--- src/rtl/tc_pkg.sv ---
// Types and constants shared by the
// tensor-core scratchpad read path.
package tc_pkg;

  typedef enum logic [1:0] {
    IDLE   = 2'd0,
    ISSUE  = 2'd1,
    DRAIN  = 2'd2,
    FINISH = 2'd3
  } reader_state_t;

  localparam int RD_LATENCY       = 1;
  localparam int STREAM_BUF_DEPTH = 2;

endpackage

--- src/rtl/stream_fifo2.sv ---
// Two-entry first-word-fall-through FIFO
// carrying a stream word plus its last flag.
module stream_fifo2 #(
  parameter int WIDTH = 9
) (
  input  logic             clk,
  input  logic             rst_n,
  input  logic             push,
  input  logic [WIDTH-1:0] din,
  input  logic             pop,
  output logic [WIDTH-1:0] dout,
  output logic             full,
  output logic             empty
);

  logic [WIDTH-1:0] mem [2];
  logic             wp;
  logic             rp;
  logic [1:0]       cnt;
  logic             wr;
  logic             rd;

  assign full  = (cnt == 2'd2);
  assign empty = (cnt == 2'd0);
  assign rd    = pop & ~empty;
  // a pop frees the slot a same-cycle push lands in
  assign wr    = push & (~full | rd);
  assign dout  = mem[rp];

  always_ff @(posedge clk or negedge rst_n) begin
    if (!rst_n) begin
      mem[0] <= '0;
      mem[1] <= '0;
      wp     <= 1'b0;
      rp     <= 1'b0;
      cnt    <= 2'd0;
    end else begin
      if (wr) begin
        mem[wp] <= din;
        wp      <= ~wp;
      end
      if (rd) rp <= ~rp;
      unique case ({wr, rd})
        2'b10:   cnt <= cnt + 2'd1;
        2'b01:   cnt <= cnt - 2'd1;
        default: cnt <= cnt;
      endcase
    end
  end

endmodule

--- src/rtl/sram_stream_reader.sv ---
// Turns a (base, len) burst into SRAM reads and a
// valid/ready word stream for the operand path.
module sram_stream_reader #(
  parameter int DATA_WIDTH = 8,
  parameter int ADDR_WIDTH = 4
) (
  input  logic                  clk,
  input  logic                  rst_n,
  input  logic                  start,
  input  logic [ADDR_WIDTH-1:0] base_addr,
  input  logic [ADDR_WIDTH:0]   len,
  output logic                  busy,
  output logic                  done,
  output logic                  sram_cs,
  output logic                  sram_we,
  output logic [ADDR_WIDTH-1:0] sram_addr,
  input  logic [DATA_WIDTH-1:0] sram_dout,
  output logic                  m_valid,
  input  logic                  m_ready,
  output logic [DATA_WIDTH-1:0] m_data,
  output logic                  m_last
);
  import tc_pkg::*;

  localparam logic [ADDR_WIDTH:0] ONE = (ADDR_WIDTH+1)'(1);

  reader_state_t         state;
  logic [ADDR_WIDTH-1:0] rd_addr;
  logic [ADDR_WIDTH:0]   issue_left;
  logic [ADDR_WIDTH:0]   out_left;
  logic                  rd_pending;
  logic                  pend_last;
  logic                  pop;
  logic                  fifo_full;
  logic                  fifo_empty;
  logic [1:0]            fifo_count;
  logic [2:0]            inflight;
  logic [DATA_WIDTH:0]   head;

  assign fifo_count = {fifo_full, ~fifo_empty & ~fifo_full};
  assign pop        = m_valid & m_ready;
  // words buffered plus in flight, after this cycle's pop
  assign inflight   = {1'b0, fifo_count}
                    + {2'b0, rd_pending}
                    - {2'b0, pop};

  assign sram_cs   = (state == ISSUE)
                   && (inflight < 3'(STREAM_BUF_DEPTH));
  assign sram_we   = 1'b0;
  assign sram_addr = rd_addr;

  assign busy    = (state == ISSUE) || (state == DRAIN);
  assign done    = (state == FINISH);
  assign m_valid = ~fifo_empty;
  assign m_data  = head[DATA_WIDTH-1:0];
  assign m_last  = m_valid & head[DATA_WIDTH];

  stream_fifo2 #(
    .WIDTH(DATA_WIDTH + 1)
  ) u_fifo (
    .clk  (clk),
    .rst_n(rst_n),
    .push (rd_pending),
    .din  ({pend_last, sram_dout}),
    .pop  (pop),
    .dout (head),
    .full (fifo_full),
    .empty(fifo_empty)
  );

  always_ff @(posedge clk or negedge rst_n) begin
    if (!rst_n) begin
      state      <= IDLE;
      rd_addr    <= '0;
      issue_left <= '0;
      out_left   <= '0;
      rd_pending <= 1'b0;
      pend_last  <= 1'b0;
    end else begin
      rd_pending <= sram_cs;
      pend_last  <= sram_cs && (issue_left == ONE);
      if (pop) out_left <= out_left - ONE;
      unique case (state)
        IDLE: begin
          if (start) begin
            rd_addr    <= base_addr;
            issue_left <= len;
            out_left   <= len;
            state      <= (len == '0) ? FINISH : ISSUE;
          end
        end
        ISSUE: begin
          if (sram_cs) begin
            rd_addr    <= rd_addr + ADDR_WIDTH'(1);
            issue_left <= issue_left - ONE;
            if (issue_left == ONE) state <= DRAIN;
          end
        end
        DRAIN: begin
          if (pop && (out_left == ONE)) state <= FINISH;
        end
        FINISH: state <= IDLE;
        default: state <= IDLE;
      endcase
    end
  end

endmodule
--- config.mk ---
export PLATFORM = sky130hd
export DESIGN_NAME = sram_stream_reader
export DESIGN_NICKNAME = d
export VERILOG_FILES = /design/src/rtl/tc_pkg.sv /design/src/rtl/stream_fifo2.sv /design/src/rtl/sram_stream_reader.sv
export SDC_FILE = /design/constraint.sdc
export NUM_CORES = 1
export LEC_CHECK = 0
export CAP_MARGIN = 5
export CORE_ASPECT_RATIO = 1.1
export CORE_MARGIN = 2
export CORE_UTILIZATION = 59
export CTS_BUF_LIST = sky130_fd_sc_hd__clkbuf_8
export DETAILED_ROUTE_END_ITERATION = 6
export PLACE_DENSITY = 0.88
export SYNTH_ARGS = -nofsm -noshare
export SYNTH_HDL_FRONTEND = slang
export SYNTH_SLANG_ARGS = --single-unit
export TNS_END_PERCENT = 1
--- constraint.sdc ---
create_clock -name clk -period 3.8 [get_ports clk]
set_input_delay 0.76 -clock clk [delete_from_list [all_inputs] [get_ports clk]]
set_output_delay 0.76 -clock clk [all_outputs]
set_load 0.01 [all_outputs]
==> results of run 1 <==
[cell families after synthesis]
| group | after synthesis |
|---|---|
| simple gates | 51 |
| flops | 40 |
| mux | 34 |
| compound gates | 31 |
| buf+inv | 18 |
| fa+ha+maj | 11 |
| xor+xnor | 9 |
| other cells | 1 |
[final cells by class]
| cell class | instances | area, um2 | area share (%) |
|---|---|---|---|
| multi-input cells | 137 | 1144 | 42.08 |
| well taps | 50 | 62.56 | 2.302 |
| repair buffers | 38 | 372.9 | 13.72 |
| clock buffers | 6 | 82.58 | 3.039 |
| flip-flops and latches | 40 | 1001 | 36.83 |
| inverters | 12 | 45.04 | 1.657 |
| clock inverters | 2 | 10.01 | 0.3683 |
[worst max-delay path: stages]
cell	delay [ns]
clkdlybuf4s50_1	0.65
nand2b_1	0.25
a21boi_0	0.14
nor3_1	0.25
clkdlybuf4s50_1	0.60
[per-layer routing]
metal,share of wire [%],vias up
met5,0,-
met4,0.59,0
met3,4.6,4
met2,52,66
met1,43,807
li1,-,783
[Yosys cell counts (all sizes together)]
cell type,count
nand2b,3
xor2,2
nand3b,1
a21oi,9
o32ai,4
a21boi,3
nand2,6
a31oi,6
mux2,27
inv,12
mux2i,7
dfrtp,40
and3,2
nor4,7
nor2,11
o22ai,1
a41oi,1
ha,11
nor3b,2
a311o,1
nor3,9
a21o,1
or4,1
xnor2,7
o21ai,5
nor4b,3
clkbuf,3
nand3,6
conb,1
buf,3
[sequential cells by signal (all words and copies together) (netlist names)]
register    flops
rd_pending      1
u_fifo.rp       1
u_fifo.cnt      2
issue_left      5
state           2
sram_addr       4
u_fifo.wp       1
out_left        5
pend_last       1
u_fifo.mem     18
[worst min path at each step]
stage / cells past startpoint / endpoint / slack (ns) / startpoint
after detailed placement: 1 / u_fifo.mem[6] / 0.49 / u_fifo.mem[6]
after global placement: 1 / u_fifo.mem[7] / 0.48 / u_fifo.mem[7]
after global routing: 1 / u_fifo.mem[11] / 0.53 / u_fifo.mem[11]
after floorplan: 0 / issue_left[0] / 0.46 / rst_n
after CTS: 1 / u_fifo.mem[6] / 0.51 / u_fifo.mem[6]
final: 1 / u_fifo.mem[6] / 0.50 / u_fifo.mem[6]
[through the flow]
stage | std cells | hold WS [ns] | power, W
global route | 285 | 0.5304 | 0.002566
finish | 285 | 0.5033 | 0.002380
CTS | 285 | 0.5067 | 0.002395
detailed placement | 277 | 0.4899 | 0.002095
floorplan | 195 | 0.4644 | 0.001663
global placement | 277 | 0.4820 | 0.002030
[where the power goes]
group	switching [W]	internal (W)	total [W]
clock	0.000144	0.000145	0.000289
sequential	0.000195	0.000636	0.000831
combinational	0.000587	0.000672	0.00126
total	0.000927	0.00145	0.00238
==> out/qor.yml, run 1 <==
clock_tree:
  cts-resized-gates: 0
  root_buffer: "clkbuf_8"
  post_cts_buffers: 0
  cts_hold_buf: 0
  cts_made_buffers: 5
  tritoncts: "yes"
  path_clk_slew_ns: 0.07
  htree_num_levels: 2
  cts.path.max_buffers: 2
  clock_sinks: 40
  insertion_delay_ns: 0.29
yosys:
  syn-num-nets: 227
  synth_top_family_by_area: "multiplexers"
  synthXorXnorAreaFrac_pct: 3.545
  synthTopCellsByArea: "dfrtp_1 (45%), mux2_2 (14%), ha_1 (6.2%)"
  synth.avg_cell_area_um2: 11.40
  ys_ff_latch: 40
  seq_area_frac_synth_pct: 45.02
  synth-simple-area-share_pct: 14.97
  synthCells: 195
  synth_cell_type_count: 43
  synth-compound-area-share_pct: 9.736
  synthMuxAreaShare_pct: 16.83
  netlist_area_mm2: 0.002223
  ys_warn_count: 0
  synth_fa_ha_area_share_pct: 6.190
  synth_top_area_cell: "dfrtp_1"
  synth_top_area_share_pct: 45.02
place:
  gp_congestion: 0.9140
  port_buffers: 37
  dpl_cell_area_mm2: 0.002625
  post-dp-hpwl_mm: 3.337
  pre_cts_ws_ns: 0.4230
global_routing:
  grt_start_max_net_pins: 41
  grt_pass1_vias: 1654
  grtUsageMet2_pct: 44.49
  grt.met3_usage_pct: 5.099
  met1_usage_pct: 28.53
  antenna_found_initial: 0
  grt_use_total_pct: 24.05
  grt-busiest-layer: "met2"
  grt_pass1_wl_mm: 7.893
  grt_overflow_total: 0
finish:
  final_common_cell: "dfrtp_1"
  fin_nets: 266
  drive_gt1_share_pct: 20.85
  area_delta_synth_final_pct: 22.23
  final_cell_mix: "dfrtp_1 (40), clkdlybuf4s50_1 (36), mux2_2 (27)"
  final_area_mm2: 0.002718
  fillers: 266
  utilization_pct: 74.95
  n_antenna_cell: 0
critical_path:
  endpoint: "sram_cs"
  crit_start: "m_ready"
  timing.rr.start: "state[0]"
  r2r_cells: 6
  cp-start-kind: "input port"
  worst_ep_arrival_time_ns: 2.65
  critical_path_class: "in2out"
  cp_max_fo: 5
  rrSetupSlack_ns: 1.57
  cp.required_ns: 3.04
  end_kind: "primary output"
  reg2reg_to: "issue_left[0]"
timing:
  maxSlewViolCount: 0
  fin_tns_setup_ns: 0
  slew_headroom_pct: 39.79
  fin_ws_ns: 0.3920
  fin_skew_ns: 0.009981
  period_needed_ns: 3.408
  worstMarginPinSlew_ns: 0.9031
  rsz0062_at_grt: "false"
  period_share_pct: 89.68
  hold_viol: 0
  max_freq_mhz: 293.4
  setup_violations: 0
routing:
  initialDrtViolationCount: 74
  routedWlPerCell_um: 16.18
  routed_wl_mm: 4.610
  drc: 0
  via_per_inst: 5.825
  dr.pass1.iters: 4
  dr_total_vias: 1660
  drtAntennaViolNets: 0
power:
  ir_drop_uv: 458.0
  cellPowerDensity_mw_per_mm2: 875.7
  leakage_nw: 1.130
die:
  die_area_mm2: 0.004276
  start_util_pct: 61.32
  rows: 23
  ioPinCount: 39
  die_h_um: 68.39
  die_w_um: 62.53
  core_mm2: 0.003626
status:
  status: "completed"
job:
  drv_cap: 0
hold_path:
  min_path_type: "reg2reg"
(Power assumes the default switching activity.)
==> run 2, diff against run 1 <==
SKIP_CTS_REPAIR_TIMING = 1   (was not set)
==> results of run 2 <==
The final DEF is identical to that of run 1; final timing and power are the same.
